## src/rtl/bcd_to_seg_reg.sv

```systemverilog
`default_nettype none
// +------------------------------------------------------------------------+
// | Module      : bcd_to_seg_reg                                           |
// | Description : Registered hex-to-seven-segment decoder with blanking,   |
// |               lamp-test and decimal-point control. One cycle latency.  |
// | Revision    : 1.0 - initial release                                    |
// +------------------------------------------------------------------------+
module bcd_to_seg_reg #(
  parameter bit ACTIVE_LOW = 1'b0
) (
  input  logic       clk,
  input  logic       rst_n,
  input  logic       en,
  input  logic [3:0] BCD,
  input  logic       blank,
  input  logic       lamp_test,
  input  logic       dp_in,
  output logic [6:0] seg,
  output logic       dp
);

  // Segment order throughout is abcdefg, a in the MSB.
  localparam logic [6:0] SEG_ALL_ON  = 7'b1111111;
  localparam logic [6:0] SEG_ALL_OFF = 7'b0000000;

  // "Off" level seen on the pins, after optional inversion.
  localparam logic [6:0] SEG_OFF_PIN = ACTIVE_LOW ? SEG_ALL_ON : SEG_ALL_OFF;
  localparam logic       DP_OFF_PIN  = ACTIVE_LOW ? 1'b1 : 1'b0;

  logic [6:0] glyph;
  logic [6:0] seg_prio;
  logic       dp_prio;
  logic [6:0] seg_next;
  logic       dp_next;

  // Active-high glyph lookup; every 4-bit code has a defined pattern.
  always_comb begin
    glyph = SEG_ALL_OFF;
    case (BCD)
      4'h0: glyph = 7'b1111110;
      4'h1: glyph = 7'b0110000;
      4'h2: glyph = 7'b1101101;
      4'h3: glyph = 7'b1111001;
      4'h4: glyph = 7'b0110011;
      4'h5: glyph = 7'b1011011;
      4'h6: glyph = 7'b1011111;
      4'h7: glyph = 7'b1110000;
      4'h8: glyph = 7'b1111111;
      4'h9: glyph = 7'b1111011;
      4'hA: glyph = 7'b1110111;
      4'hB: glyph = 7'b0011111;
      4'hC: glyph = 7'b1001110;
      4'hD: glyph = 7'b0111101;
      4'hE: glyph = 7'b1001111;
      4'hF: glyph = 7'b1000111;
      default: glyph = SEG_ALL_OFF;
    endcase
  end

  // Resolve lamp-test over blank over normal decode, still active-high.
  always_comb begin
    seg_prio = glyph;
    dp_prio  = dp_in;
    if (lamp_test) begin
      seg_prio = SEG_ALL_ON;
      dp_prio  = 1'b1;
    end else if (blank) begin
      seg_prio = SEG_ALL_OFF;
      dp_prio  = 1'b0;
    end
  end

  // Apply display polarity after priority so control levels invert too.
  always_comb begin
    seg_next = ACTIVE_LOW ? ~seg_prio : seg_prio;
    dp_next  = ACTIVE_LOW ? ~dp_prio  : dp_prio;
  end

  // Single output register: async reset to the off level, load when enabled.
  always_ff @(posedge clk or negedge rst_n) begin
    if (!rst_n) begin
      seg <= SEG_OFF_PIN;
      dp  <= DP_OFF_PIN;
    end else if (en) begin
      seg <= seg_next;
      dp  <= dp_next;
    end
  end

endmodule
`default_nettype wire

```

## config.mk

```make
export PLATFORM = sky130hd
export DESIGN_NAME = bcd_to_seg_reg
export DESIGN_NICKNAME = d
export VERILOG_FILES = /design/src/rtl/bcd_to_seg_reg.sv
export SDC_FILE = /design/constraint.sdc
export NUM_CORES = 1
export LEC_CHECK = 0
export CORE_AREA = 2 2 39 41
export CTS_BUF_LIST = sky130_fd_sc_hd__clkbuf_16
export CTS_CLUSTER_DIAMETER = 120
export CTS_CLUSTER_SIZE = 12
export DETAILED_ROUTE_END_ITERATION = 6
export DIE_AREA = 0 0 41 43
export DONT_BUFFER_PORTS = 1
export PLACE_DENSITY = 0.67
export SLEW_MARGIN = 20
export SYNTH_ARGS = -nofsm -noshare
export SYNTH_HDL_FRONTEND = slang
export SYNTH_SLANG_ARGS = --single-unit
```

## constraint.sdc

```tcl
create_clock -name clk -period 2 [get_ports clk]
set_input_delay 0.3 -clock clk [delete_from_list [all_inputs] [get_ports clk]]
set_output_delay 0.3 -clock clk [all_outputs]
set_load 0.03 [all_outputs]
```

# ---- Word level (Yosys, flattened, before mapping)
# Memories as Yosys holds them, arrays and structs flattened.
# Index checks and enable logic that the tools add are counted.
dict set report classes {
  muxes 4
}
# operator count
set ops {}
lappend ops {{$mux W7} 2}
lappend ops {{$mux W1} 2}
dict set report word_totals {
  register_bits 8
  mem_bits_ro 112
  n_memories 1
}
# name words word_bits rd rd_clocked_by_memory_dff write_ports line_no
set mem_list {}
lappend mem_list {{(name not given)} 16 7 1 0 0 39} ;# case (BCD)

# ---- Depth between registers and ports, before layout
# An unclocked memory read counts as a cell.
dict set report depth {
  word_depth 3
  depth_mapped 6
  mapped_depth_nobuf 6
}

# ---- Worst setup path before layout
# Ideal clock, no wire load.
dict set report synth_path {
  path_type {input-to-reg}
  start {input port BCD[0]}
  end {register seg[3]}
  setup_ns 0.137
  t_arrival_ns 1.112
  t_required_ns 1.863
  path_slack_ns 0.751
  path_stages 6
  n_path_buf 0
  cell_sequence {inv_1 -> ha_1 -> inv_1 -> mux2i_1 -> a221oi_2 -> a21oi_1}
}
dict set report synth_between {
  elab_chain_len 3
}
# item line_no
set synth_rtl {}
lappend synth_rtl {{start, declared} 14} ;# input logic [3:0] BCD,
lappend synth_rtl {{$mem_v2 Z16 W7} --}
lappend synth_rtl {{$mux W7} 67} ;# end else if (blank) begin
lappend synth_rtl {{$mux W7} 64} ;# if (lamp_test) begin
lappend synth_rtl {{end signal, assigned} 85} ;# seg <= seg_next;
lappend synth_rtl {{end, declared} 18} ;# output logic [6:0] seg,
# Every way passes these cells.
# A chain may end at the register's enable or synchronous reset.

# ---- Worst setup path after layout
# Ends and elaborated chain as after synthesis.

==> metrics.sh <==
WIRE_LENGTH_OF_THE_FIRST_GLOBAL_ROUTING_PASS_MM=1.593
LAYOUT-DRIVE-GT1-SHARE_PCT=9.375
GRT_PASS1_VIAS=334
ROOT_BUFFER='sky130_fd_sc_hd__clkbuf_16'
DIE_W_UM=41
CTS.CLK_SLEW.WORST_PATHS_PS=40
MIN_FROM='en'
REQUIRED_PS=2110
CTS_TREE='yes'
RESIZED_AFTER_CTS=0
NUMBER_OF_ANTENNA_VIOLATIONS_AT_THE_FIRST_CHECK_IN_GLOBAL_ROUTING=0
CLOCK-SINKS=8
GRT_MAX_DEGREE=13
SETUP.WORST_PATH.START_CLASS='input pin'
SYNTH-SEQ-AREA-SHARE_PCT=34.19
NUM_ANTENNA_CELLS=0
DETAIL_ROUTE.WL_PER_CELL_UM=13.36
OVERALL_OVERFLOW_REMAINING_AFTER_GLOBAL_ROUTE=0
ROUTE.VIAS.TOTAL=440
YS.WARNINGS.COUNT=0
P_LEAK_nW=0.2879
END_KIND='register'
WORST_SKEW_PAIR.LATE_LATENCY_PS=230
DETAIL_ROUTE.VIAS_PER_CELL=5.500
WORST_HOLD_PATH.NUM_CELLS=1
PLACEMENTROWS=14
DRT_ITER0_DRC=10
DIEHEIGHT_UM=43
FMAX_GHz=0.9016
PLACEABLECOREAREA_MM2=0.001384
CRITPATHTOPFAMILY='compound AO/OA/AOI/OAI gates'
NUM-NETS-FINAL=82
CRITICAL_PATH_BUF_INV_COUNT=2
GRT_USAGE_PCT=14.50
PORT_BUFFERS=0
CLOCKBUFFERDEPTH=2
INITIAL_UTILIZATION_PCT=42.31
WORSTSETUPPATHTYPE='in -> reg'
CRITPATHSLOWESTCELL='sky130_fd_sc_hd__ha_1'
HTREE_NUM_LEVELS=1
WORSTREG2REGSTART='seg[4]'
DRT-TOTAL-WL_MM=1.069
SYNTHESIS.AREA_PER_INSTANCE_UM2=9.295
SYNTH_FP_NETS=79
DETAIL_ROUTE.FIRST_PASS.ITERATIONS=4
I_O_PINS=18
POWER_DENSITY_OVER_THE_CELLS_mW_PER_MM2=924.4
GLOBALPLACE.CONGESTION=0.7791
FINAL_CORE_UTIL_PCT=48.28
NETLIST-CELL-TYPE-COUNT=21
AREA_DELTA_SYNTH_FINAL_PCT=14.10
FINAL_HOLD_VIOL_COUNT=0
ANTENNA_LEFT=0
FINALSETUPVIOLCOUNT=0
POWER.IR.VDD_WORST_mV=0.2729
HOLD_PATH_CLASS='in -> reg'
FIN_SKEW_PS=0
CRITICAL_PATH.MOST_COMMON_CELL='sky130_fd_sc_hd__inv_1'
TIMING.MAX_CAP.VIOLATIONS=0
SYN-INSTANCE-COUNT=63
DESIGN.DIE.AREA_MM2=0.001763
RSZ0062_AT_GRT='false'
DETAILED_PLACE_HPWL_UM=838.8
WORST_PATH_LARGEST_CELL_DELAY_PS=310
RESIDUAL_DRC=0
FIN_SETUP_TNS_PS=0
R2R_END='seg[4]'
TIMING.CRITICAL_PATH.ARRIVAL_PS=1220
TIMING_MAX_TRANSITION_VIOLATIONS_FINAL=0
R2R.WORST_PATH.CELLS=1
CRIT_FANOUT=5
TRANSITION_AT_THE_PIN_WITH_THE_SMALLEST_MAX_TRANSITION_SLACK_PS=354.6
SYN-CELL-AREA_UM2=585.6
RESULT_OF_THE_RUN='finished clean'
CP_CELL_SEQUENCE='inv_1 -> ha_1 -> inv_1 -> mux2i_1 -> a221oi_2 -> a21oi_1'
MIN_TO='seg[3]'
SLEW-LIMIT-HEADROOM_PCT=76.28
FINAL_MIN_PERIOD_OVER_CLOCK_PERIOD_PCT=55.46
CTS-BUFFERS-INSERTED=3
NUMBER_OF_STORAGE_ELEMENTS_IN_THE_SYNTHESIS_NETLIST=8
SETUP.REG_TO_REG.WORST_SLACK_PS=1160
FINAL_PERIOD_MINUS_WORST_SETUP_SLACK_PS=1109
sequential cells by signal, indices dropped and copies added, names as in the netlist:
signal	cells
seg	7
dp	1
through the flow:
step	cell area, um2	worst slack (ps)	hold slack, ps	instances	power, mW
6_report	668.1	890.8	149.9	80	0.6176
5_1_grt	668.1	815.0	146.4	80	0.6444
4_1_cts	668.1	884.5	147.7	80	0.6256
3_5_place_dp	583.1	653.4	4.575	76	0.2850
3_3_place_gp	583.1	673.4	4.570	76	0.2838
2_1_floorplan	585.6	750.7	4.409	63	0.2845
metal layers:
layer  routed length, um  GRT usage (%)  up-vias
met5                   0              0        -
met4                  59          18.00        0
met1                 451          16.88      196
met3                  68          2.618        5
li1                    -              -      224
met2                 489          18.75       15
how the worst max path moves through the flow:
stage / startpoint / cells past startpoint / slack, ps / to
floorplan: BCD[0] / 6 / 750 / seg[3]
global placement: BCD[0] / 6 / 670 / seg[3]
detailed placement: BCD[0] / 6 / 650 / seg[3]
CTS: BCD[0] / 6 / 880 / seg[3]
global route: BCD[0] / 6 / 810 / seg[3]
finish: BCD[0] / 6 / 890 / seg[3]
Yosys cell counts:
master | n | area share, %
sky130_fd_sc_hd__a211oi_1 | 3 | 3.8
sky130_fd_sc_hd__a211oi_4 | 1 | 3.4
sky130_fd_sc_hd__a21oi_1 | 4 | 3.4
sky130_fd_sc_hd__a221oi_2 | 1 | 2.6
sky130_fd_sc_hd__a31oi_1 | 2 | 2.1
sky130_fd_sc_hd__buf_4 | 1 | 1.3
sky130_fd_sc_hd__buf_6 | 1 | 1.9
sky130_fd_sc_hd__clkbuf_1 | 1 | 0.64
sky130_fd_sc_hd__dfrtp_1 | 8 | 34
sky130_fd_sc_hd__ha_1 | 6 | 13
sky130_fd_sc_hd__inv_1 | 4 | 2.6
sky130_fd_sc_hd__inv_8 | 1 | 1.9
sky130_fd_sc_hd__mux2i_1 | 2 | 3.4
sky130_fd_sc_hd__nand2_1 | 9 | 5.8
sky130_fd_sc_hd__nand2b_1 | 2 | 2.1
sky130_fd_sc_hd__nor2_1 | 6 | 3.8
sky130_fd_sc_hd__nor2b_1 | 2 | 2.1
sky130_fd_sc_hd__nor3_1 | 2 | 1.7
sky130_fd_sc_hd__o22a_1 | 5 | 7.5
sky130_fd_sc_hd__o31ai_1 | 1 | 1.3
sky130_fd_sc_hd__o32ai_1 | 1 | 1.5
cell families (layout without fill, tap and decap cells):
| logic type | after synthesis | in the layout | share of synthesized area, % |
|---|---|---|---|
| buffers and inverters | 8 | 9 | 8.332 |
| multiplexers | 2 | 2 | 3.419 |
| flip-flops | 8 | 8 | 34.19 |
| AND/OR/NAND/NOR | 21 | 21 | 15.60 |
| AO/OA/AOI/OAI | 18 | 18 | 25.64 |
| adder cells (fa/ha/maj) | 6 | 6 | 12.82 |
report_power, final:
| group | switching, mW | leakage (nW) | internal (mW) |
|---|---|---|---|
| Sequential | 0.0436 | 0.0842 | 0.179 |
| Clock | 0.0742 | 0.0370 | 0.257 |
| Combinational | 0.0316 | 0.167 | 0.0323 |
cell usage in the layout (no fill, tap or decap), drive strengths merged:
cell type and count:
a211oi 4, clkbuf 3, nand2 9, nor2 6, o32ai 1, inv 5
ha 6, a21oi 4, a31oi 2, nand2b 2, dlygate4sd3 1, nor2b 2
o22a 5, nor3 2, a221oi 1, dfrtp 8, mux2i 2, o31ai 1
repair_timing:
action,in CTS,in global routing
hold buffers,1,0
buffers inserted,0,0
endpoints found under the setup margin,0,0
endpoints found under the hold margin,8,0
layout make-up:
cell class                      instances  area [um2]
Multi-Input combinational cell         47       336.6
Fill cell                             129       715.7
Sequential cell                         8       200.2
Clock buffer                            3       75.07
Timing Repair Buffer                    1       10.01
Inverter                                5       26.28
Tap cell                               16       20.02
Power figures use the tool's default switching activity.
